**src/rtl/call_stack_pkg.sv**
```systemverilog
// Shared processor constants: program-counter width and the call-stack overflow modes.
package call_stack_pkg;
    localparam int PC_W       = 12;
    localparam int STACK_DROP = 0;
    localparam int STACK_WRAP = 1;
endpackage

```
**src/rtl/call_stack.sv**
```systemverilog
// Call/return address stack held in a circular flop array indexed by a wrapping top pointer.
// Overflow either drops the push or overwrites the oldest entry, selected by WRAP_ON_FULL.
module call_stack
    import call_stack_pkg::*;
#(
    parameter int DATA_W       = PC_W,
    parameter int DEPTH        = 8,
    parameter int WRAP_ON_FULL = STACK_DROP,
    parameter int CNT_W        = $clog2(DEPTH + 1)
) (
    input  logic              clk,
    input  logic              reset,
    input  logic              push,
    input  logic              pop,
    input  logic [DATA_W-1:0] push_data,
    input  logic              flush,
    output logic [DATA_W-1:0] top,
    output logic [CNT_W-1:0]  count,
    output logic              empty,
    output logic              full,
    output logic              overflow,
    output logic              underflow
);
    localparam int SP_W = $clog2(DEPTH);

    logic [DATA_W-1:0] r_mem [DEPTH];
    logic [SP_W-1:0]   r_sp;
    logic [CNT_W-1:0]  r_count;
    logic              r_ovf;
    logic              r_udf;

    logic              w_empty;
    logic              w_full;
    logic              w_wrap;
    logic [SP_W-1:0]   w_sp_inc;
    logic [SP_W-1:0]   w_sp_nxt;
    logic [CNT_W-1:0]  w_cnt_nxt;
    logic              w_ovf_set;
    logic              w_udf_set;
    logic              w_we;
    logic [SP_W-1:0]   w_waddr;

    assign w_empty  = (r_count == '0);
    assign w_full   = (r_count == CNT_W'(DEPTH));
    assign w_wrap   = (WRAP_ON_FULL == STACK_WRAP);
    assign w_sp_inc = r_sp + SP_W'(1);

    always_comb begin
        w_sp_nxt  = r_sp;
        w_cnt_nxt = r_count;
        w_ovf_set = 1'b0;
        w_udf_set = 1'b0;
        w_we      = 1'b0;
        w_waddr   = w_sp_inc;
        if (push && !pop) begin
            if (!w_full || w_wrap) begin
                w_sp_nxt = w_sp_inc;
                w_we     = 1'b1;
            end
            if (!w_full) w_cnt_nxt = r_count + CNT_W'(1);
            else         w_ovf_set = 1'b1;
        end else if (pop && !push) begin
            if (!w_empty) begin
                w_sp_nxt  = r_sp - SP_W'(1);
                w_cnt_nxt = r_count - CNT_W'(1);
            end else begin
                w_udf_set = 1'b1;
            end
        end else if (push && pop) begin
            // Non-empty: replace the top in place. Empty: flag the pop, do the push.
            w_we = 1'b1;
            if (!w_empty) begin
                w_waddr = r_sp;
            end else begin
                w_udf_set = 1'b1;
                w_sp_nxt  = w_sp_inc;
                w_cnt_nxt = CNT_W'(1);
            end
        end
    end

    always_ff @(posedge clk) begin
        if (reset || flush) begin
            r_sp    <= SP_W'(DEPTH - 1);
            r_count <= '0;
            r_ovf   <= 1'b0;
            r_udf   <= 1'b0;
        end else begin
            r_sp    <= w_sp_nxt;
            r_count <= w_cnt_nxt;
            r_ovf   <= r_ovf | w_ovf_set;
            r_udf   <= r_udf | w_udf_set;
        end
    end

    // Storage has no reset; an empty stack masks it on the top output.
    always_ff @(posedge clk) begin
        if (w_we && !reset && !flush) r_mem[w_waddr] <= push_data;
    end

    assign top       = w_empty ? '0 : r_mem[r_sp];
    assign count     = r_count;
    assign empty     = w_empty;
    assign full      = w_full;
    assign overflow  = r_ovf;
    assign underflow = r_udf;
endmodule

```
**config.mk**
```make
export PLATFORM = sky130hd
export DESIGN_NAME = call_stack
export DESIGN_NICKNAME = d
export VERILOG_FILES = /design/src/rtl/call_stack_pkg.sv /design/src/rtl/call_stack.sv
export SDC_FILE = /design/constraint.sdc
export NUM_CORES = 1
export LEC_CHECK = 0
export ABC_AREA = 1
export BUFFER_PORTS_ARGS = -buffer_cell sky130_fd_sc_hd__clkbuf_2
export CAP_MARGIN = 15
export CORE_UTILIZATION = 40
export CTS_CLUSTER_DIAMETER = 80
export DETAILED_ROUTE_END_ITERATION = 8
export MAX_ROUTING_LAYER = met4
export PLACE_DENSITY = 0.56
export SYNTH_ARGS = -nofsm -noshare
export SYNTH_HDL_FRONTEND = slang
export SYNTH_SLANG_ARGS = --single-unit
```
**constraint.sdc**
```tcl
create_clock -name clk -period 2.4 [get_ports clk]
set_clock_uncertainty 0.2 [all_clocks]
set_input_delay 0.48 -clock clk [delete_from_list [all_inputs] [get_ports clk]]
set_output_delay 0.48 -clock clk [all_outputs]
set_load 0.01 [all_outputs]
```
; ---- Word-level counts from Yosys, hierarchy flattened
; Memories as Yosys holds them, arrays and structs flattened. A register that Yosys moved wholly into a read port is not among the register bits.
; Index checks and enable logic that the tools add are counted.
; W data, S select, Z words.
[totals]
reg_bits = 9
mem_bits_rw = 96
in_bits = 17
mem_count = 1
[op_classes]
addsub = 4
n_eq_ne = 3
mux = 30
bitwise_logic = 2
n_reduce_logical = 15
[mem_list]
columns = name, words, width, rd, rd_clocked_by_memory_dff, write_ports, line_no
row1 = r_mem, 8, 12, 1, 1, 1, call_stack.sv:26  ; logic [DATA_W-1:0] r_mem [DEPTH];
[op_table]
columns = cell, n
row1 = $mux W3, 11
row2 = $mux W4, 6
row3 = $mux W1, 12
row4 = $mux W12, 1
row5 = $reduce_bool A3 Y1, 2
row6 = $logic_and A1 B1 Y1, 5
row7 = $add A4 B1 Y4 const B, 1
row8 = $eq A4 B4 Y1 const B, 1
row9 = $logic_not A1 Y1, 4
row10 = $logic_not A4 Y1, 1
row11 = $reduce_and A4 Y1, 1
row12 = $sub A4 B1 Y4 const B, 1
row13 = $add A3 B1 Y3 const B, 1
row14 = $ne A3 B3 Y1 const B, 1
row15 = $reduce_and A3 Y1, 1
row16 = $sub A3 B1 Y3 const B, 1
row17 = $ne A2 B2 Y1 const B, 1
row18 = $or A1 B1 Y1, 2
row19 = $logic_or A1 B1 Y1, 1

; ---- Longest topological paths before layout
; Gate-level depths: netlist of the first run.
[logic_depth]
depth_word = 8
mapped_depth = 9
ltp_nobuf = 9

; ---- Worst setup path after synthesis of the first run
; OpenSTA, ideal clock, no wires.
[synth_timing]
path_type = register to register
from = register r_count[0] (netlist: count[0])
to = memory r_mem[1][0] (netlist bit) (enable)
setup_time_ns = 0.380
arrival_ns = 1.857
slack_ns = -0.037
stages_incl_launch_ff = 9
path_buffers = 1
period_less_slack_ns = 2.437
path_cell_list = dfxtp_1 > inv_1 > ha_1 > nand2_4 > nand2_4 > buf_8 > o21ai_2 > nand2_1 > nor2_1
[synth_between]
elab_chain_cells = 7
elab_cells_between_ends = 12
classes_between = eq/ne (1) / mux (8) / reduce/logical (3)
[synth_lines]
columns = item, line_no
row1 = start: declaration, call_stack.sv:28  ; logic [CNT_W-1:0] r_count;
row2 = start signal: assignment, call_stack.sv:90  ; r_count <= w_cnt_nxt;
row3 = $eq A4 B4 Y1, call_stack.sv:44  ; assign w_full = (r_count == CNT_W'(DEPTH));
row4 = $mux W1, call_stack.sv:56  ; if (!w_full || w_wrap) begin
row5 = $mux W1, call_stack.sv:55  ; if (push && !pop) begin
row6 = $logic_and A1 B1 Y1 (2 in a row), call_stack.sv:98  ; if (w_we && !reset && !flush) r_mem[w_waddr] <= push_data;
row7 = $mux W1, call_stack.sv:98
row8 = $mux W1 (not written as such), call_stack.sv:98
row9 = end: declaration, call_stack.sv:26
; Parallel ways exist; a longest one is shown, timed or not.

==> run summary, run 1 <==
Die Ht: 110 µm
Max stage delay on crit path: 0.46 ns
CP max FO: 14
Final Max Slew Viols: 0
cell-internal power: 3.00 mW
initial antenna violation count: 0
post-synthesis simple-gate area fraction: 19.4%
antenna cells: 0
Switching Power: 1.04 mW
CP delay by family, top: flip-flops
Main synth FF type: edfxtp_1
largest net degree at the start of global routing: 37
slowest CP cell: dfxtp_4
Post-synth EDFFs: 96
fmax: 429 MHz
first-pass GRT wire length: 15900 µm
RSZ-0062 raised after global routing: yes
Clock Sinks: 108
number of hold buffers added after cts: 0
fin crit share: 97.1%
measured slew at the worst slew-check pin: 0.295 ns
Combinational Power Share: 13.0%
antenna viol nets, final: 0
max_cap viols: 0
final layout net count: 526
cell breakdown of the critical path: clkbuf_16, nor2_2, nor2_1, o21ai_1, nand3_1, nand2_1, nor2_1, buf_2
Yosys reg bits: 108
Pre-antenna DRT Iters: 5
clk slew on worst S/H paths: 0.07 ns
starting density of the core: 41.1%
clk root buf: clkbuf_16
Initial DRC Count: 127
Synth area leader: edfxtp_1
status: finished, final reports clean
vias in the first global route: 3053
Placeable Area: 0.0114 mm²
CP Data Arrival Time: 1.65 ns
top post-synthesis cells by area: edfxtp_1, nor2_1, dfxtp_1
TritonCTS clock tree: built
TNS Setup: 0 ns
Max Root-Sink Buffers: 2
Max-Slew Margin vs Limit: 80.3%
GRT overflow: 0
Vias/cell: 4.98
adder-cell share of the synthesized area: 1.33%
Worst Setup End Kind: output pin
Setup-failing EPs final: 0
TritonCTS buffer count: 9
dpl hpwl: 6970 µm
Worst Path Required: 1.72 ns
Hold Path Class: input pin to register
gr usage total: 18.8%
die area: 0.0122 mm²
main combinational cell family by area after synthesis: simple AND/OR/NAND/NOR gates
area share of xor/xnor cells in the synthesized design: 0.186%
routed via count: 3244
Ys Warns: 0
crit start category: register
mux cell area share after synthesis: 0%
Crit Path Category: register to output pin
RePlAce Congestion: 0.846
Post-route DRC: 0
Design Power: 4.04 mW
Static Leak: 2.14 nW
netlist area before placement: 0.00470 mm²
syn nets: 477
worst vdd ir: 0.335 mV
Reg power frac: 52.1%
Synth Instances: 455
critical path's most frequent cell: nor2_1
layout cells sized above 1: 20.0%
Ports: 37
wire per inst: 16.0 µm
DRT Wirelength: 10400 µm
library cells used by synthesis: 25
Site Rows: 39
clock latency on the worst-skew pair: 0.34 ns
Die Width: 110 µm
Layout area overhead: 17.6%
# H-tree levels: 3
post-synthesis compound-gate area fraction: 8.23%
sequential fraction of the synthesis area: 66.5%
PortBufs: 36
ys async rst share: 0%
Sw Ratio: 25.8%
power per cell area: 732 mW/mm²
min Tclk post-route: 2.33 ns
final hold violation count: 0
synthesized area per cell: 10.3 µm²
Crit path buffers/inverters: 2
Hold WS: 0.225 ns
Clock power frac: 34.9%
Yosys top cell area share: 61.4%
[sequential cells by signal, indices dropped and copies added, names as in the netlist, named ones only]
register / flops
underflow: 1
r_sp: 3
overflow: 1
count: 4
r_mem: 96
[final cells by class]
cell class                 count  area, µm²
clock buffer                  10        229
clock inverter                 6       56.3
fill                        1085       5890
inverter                      25        104
multi-input combinational    303       1390
sequential                   108       3130
tap                          143        179
timing repair buffer          56        423
timing repair inverter         1       7.51
[layout by cell type (no fill, tap or decap), types with 2 or more instances in the layout]
master,n
nand2_1,60
buf_2,9
inv_6,2
nand2_2,3
edfxtp_1,96
ha_1,4
o21ai_0,23
nor2_1,117
o21ai_1,41
clkbuf_16,11
o21a_1,2
dfxtp_1,9
dfxtp_4,2
nand3_1,27
buf_4,12
a21oi_1,5
inv_1,20
inv_8,2
clkinvlp_4,3
clkbuf_2,27
buf_6,2
buf_12,4
o21ai_2,3
inv_2,2
nor2_2,11
nand2_4,3
clkinv_4,2
[worst reg2reg max path, stage by stage, from the launching register on]
cell     delay [ns]
dfxtp_2        0.34
inv_2          0.10
ha_2           0.21
nand2_4        0.08
buf_4          0.17
nand2_4        0.15
nand2_1        0.09
nand2_1        0.06
nand2_1        0.13
nor2_1         0.14
buf_4          0.24
[final timing paths]
| path | startpoint | endpoint | slack (ns) | cells past startpoint |
|---|---|---|---|---|
| max reg2reg | count[0] | r_mem[2][11] | 0.18 | 10 |
| max | register | top[3] | 0.07 | 8 |
| min reg2reg | underflow | underflow | 0.27 | 1 |
| min | flush | count[1] | 0.23 | 3 |
[Yosys cell counts, types with 3 or more instances]
cell type	count
edfxtp_1	96
buf_4	3
nor2_2	3
o21ai_1	33
inv_1	22
dfxtp_1	12
clkbuf_1	7
nand2_4	3
buf_2	7
nand3_1	27
nand2_1	61
o21ai_2	3
nor2_1	125
a21oi_1	5
o21ai_0	31
ha_1	5
[per-layer routing]
layer	global-route usage (%)	part of all wire, %	vias up
met4	4.61	0.87	0
met5	-	0	-
met3	4.17	3.6	7
li1	-	-	1635
met2	31.2	49	68
met1	23.6	46	1534
[logic make-up after synthesis]
family                     Yosys count
and+or+nand+nor                    223
AOI/OAI and AO/OA                   74
xor gates and xnor gates             1
DFF                                108
adders and majority gates            5
buffers and inverters               44
[power by group through the flow]
| stage | clock (mW) | combinational (mW) | sequential, mW |
|---|---|---|---|
| 3_5_place_dp | 0 | 0.489 | 2.14 |
| 3_3_place_gp | 0 | 0.487 | 2.14 |
| 6_report | 1.41 | 0.525 | 2.11 |
| 2_1_floorplan | 0 | 0.314 | 2.14 |
| 5_1_grt | 1.52 | 0.589 | 2.11 |
| 4_1_cts | 1.44 | 0.501 | 2.10 |
[repair_timing]
action                     4_1_cts  5_1_grt
gates resized for setup          6       39
buffers inserted                 2        0
setup endpoints to repair       12       83
gates cloned                     0        3
pin swaps                        1        3
[per-stage QoR]
step,cells,util (%),area [µm²],setup WS [ns]
floorplan,455,-,4700,-0.0373
global placement,631,44.6,5090,0.181
detailed placement,631,44.6,5090,0.114
CTS,649,47.3,5410,0.0277
global route,652,48.4,5520,-0.0473
finish,652,48.4,5520,0.0686
Power figures use the tool's default switching activity.
==> run 2, diff against run 1 <==
--- a/config.mk
+++ b/config.mk
@@ -8,9 +8,11 @@
 export ABC_AREA = 1
 export BUFFER_PORTS_ARGS = -buffer_cell sky130_fd_sc_hd__clkbuf_2
 export CAP_MARGIN = 15
+export CORE_MARGIN = 2
 export CORE_UTILIZATION = 40
 export CTS_CLUSTER_DIAMETER = 80
 export DETAILED_ROUTE_END_ITERATION = 8
+export GPL_TIMING_DRIVEN = 0
 export MAX_ROUTING_LAYER = met4
 export PLACE_DENSITY = 0.56
 export SYNTH_ARGS = -nofsm -noshare
==> run 2 against run 1 <==
  * Total power increased by 8.2%
  * Non-clock buffer count increased by 19
  * Global-route usage increased by 0.82 points
  * Sequential share of layout area decreased by 2.8 points
  * Clock power increased by 20%
  * Die area increased by 3.7%
  * Combinational power increased by 11%
  * Critical endpoint is now top[2]
  * Largest cell class unchanged
==> run summary, run 2 (synthesis results as in run 1) <==
status: finished, final reports clean (unchanged)
Die Ht: 112 µm (was 110 µm)
Hold Path Class: input pin to register (unchanged)
clk root buf: clkbuf_16 (unchanged)
final layout net count: 544 (was 526)
Max-Slew Margin vs Limit: 79.4% (was 80.3%)
first-pass GRT wire length: 18000 µm (was 15900 µm)
wire per inst: 17.4 µm (was 16.0 µm)
Post-Route Utilization: 50.9% (was 48.4%)
Placeable Area: 0.0114 mm² (unchanged)
Non-Filler Instances: 670 (was 652)
CP max FO: 10 (was 14)
die area: 0.0126 mm² (was 0.0122 mm²)
layout cells sized above 1: 24.1% (was 20.0%)
vias in the first global route: 3448 (was 3053)
Initial DRC Count: 259 (was 127)
power per cell area: 752 mW/mm² (was 732 mW/mm²)
Vias/cell: 5.14 (was 4.98)
worst vdd ir: 0.301 mV (was 0.335 mV)
Die Width: 112 µm (was 110 µm)
Final Max Slew Viols: 0 (unchanged)
dpl hpwl: 7700 µm (was 6970 µm)
RSZ-0062 raised after global routing: yes (unchanged)
number of hold buffers added after cts: 0 (unchanged)
RePlAce Congestion: 0.823 (was 0.846)
routed via count: 3444 (was 3244)
commonest non-fill, non-tap cell in the layout: nor2_1 (unchanged)
PortBufs: 36 (unchanged)
Clock Sinks: 108 (unchanged)
antenna cells: 0 (unchanged)
gr usage total: 19.7% (was 18.8%)
starting density of the core: 41.1% (unchanged)
dpl cells: 641 (was 631)
Pre-antenna DRT Iters: 5 (unchanged)
# H-tree levels: 3 (unchanged)
hold path start: push_data[1] (was flush)
TritonCTS clock tree: built (unchanged)
Setup-failing EPs final: 0 (unchanged)
antenna viol nets, final: 0 (unchanged)
final hold violation count: 0 (unchanged)
clk slew on worst S/H paths: 0.08 ns (was 0.07 ns)
most flop-heavy register: r_mem (unchanged)
crit start category: register (unchanged)
initial antenna violation count: 0 (unchanged)
Max Root-Sink Buffers: 2 (unchanged)
measured slew at the worst slew-check pin: 0.310 ns (was 0.295 ns)
Ports: 37 (unchanged)
Post-route DRC: 0 (unchanged)
CP Data Arrival Time: 1.70 ns (was 1.65 ns)
most frequent cells in the layout: nor2_1, edfxtp_1, nand2_1, clkbuf_2, o21ai_1 (was nor2_1, edfxtp_1, nand2_1, o21ai_1)
DRT Wirelength: 11700 µm (was 10400 µm)
min Tclk post-route: 2.38 ns (was 2.33 ns)
TritonCTS buffer count: 9 (unchanged)
max_cap viols: 0 (unchanged)
Site Rows: 39 (unchanged)
Static Leak: 2.27 nW (was 2.14 nW)
TNS Setup: 0 ns (unchanged)
largest net degree at the start of global routing: 18 (was 37)
Worst Setup End Kind: output pin (unchanged)
Crit Reg-Reg Startpoint: count[0] (unchanged)
max FFs per register: 96 (unchanged)
fin crit share: 99.1% (was 97.1%)
fmax: 420 MHz (was 429 MHz)
Layout area overhead: 23.8% (was 17.6%)
GRT overflow: 0 (unchanged)
clock latency on the worst-skew pair: 0.34 ns (about the same)
Crit Path Category: register to output pin (unchanged)
Worst Path Required: 1.72 ns (about the same)
-- run 2: worst max-delay path: stages, from the launching register on --
cell and delay, ns:
dfxtp_2 0.33, buf_6 0.12, inv_1 0.07, buf_6 0.16, nor2_4 0.10, o21ai_1 0.09
nand3_1 0.09, nand2_1 0.07, nor2_2 0.16, buf_2 0.16
-- run 2: area by class of cell --
type                       count  area [µm²]
timing repair buffer          56         394
sequential                   108        3130
inverter                      25        95.1
clock inverter                 6         113
multi-input combinational    303        1460
tap                          143         179
buffer                        19         214
fill                        1027        5600
clock buffer                  10         229
-- run 2: stage by stage --
step / setup slack, ns / power (mW) / hold WS [ns] / cell area [µm²]
after global routing: -0.0510 / 4.54 / 0.218 / 5820
after detailed placement: -0.559 / 2.64 / 0.259 / 5130
after global placement: -0.727 / 2.63 / 0.257 / 5060
after floorplan: -0.0373 / 2.46 / 0.293 / 4700
final: 0.0208 / 4.37 / 0.213 / 5820
after CTS: -0.0386 / 4.35 / 0.211 / 5730
-- run 2: report_power, final --
group / switching [mW] / leakage (nW) / internal [mW] / total (mW)
sequential: 0.0206 / 0.964 / 2.08 / 2.10
combinational: 0.368 / 1.15 / 0.217 / 0.585
clock: 0.665 / 0.155 / 1.02 / 1.69
total: 1.05 / 2.27 / 3.32 / 4.37
-- run 2: repair_timing --
| action | 4_1_cts | 5_1_grt |
|---|---|---|
| pin swaps | 8 | 5 |
| endpoints found under the setup margin | 108 | 43 |
| gates cloned | 0 | 0 |
| resized for setup | 46 | 32 |
| buffers inserted | 11 | 2 |
-- run 2: routing by layer --
layer | track usage [%] | wire length, µm | up-vias
li1 | - | - | 1674
met1 | 24.1 | 5000 | 1637
met2 | 32.3 | 5770 | 114
met3 | 3.78 | 621 | 19
met4 | 7.89 | 267 | 0
met5 | - | 0 | -
-- run 2: path summary, 6_finish.rpt --
check / slack, ns / cells past startpoint / endpoint
setup reg to reg: 0.14 / 11 / r_mem[5][9]
hold reg to reg: 0.27 / 1 / underflow
setup / recovery: 0.02 / 9 / top[2]
hold / removal: 0.21 / 1 / r_mem[4][1]
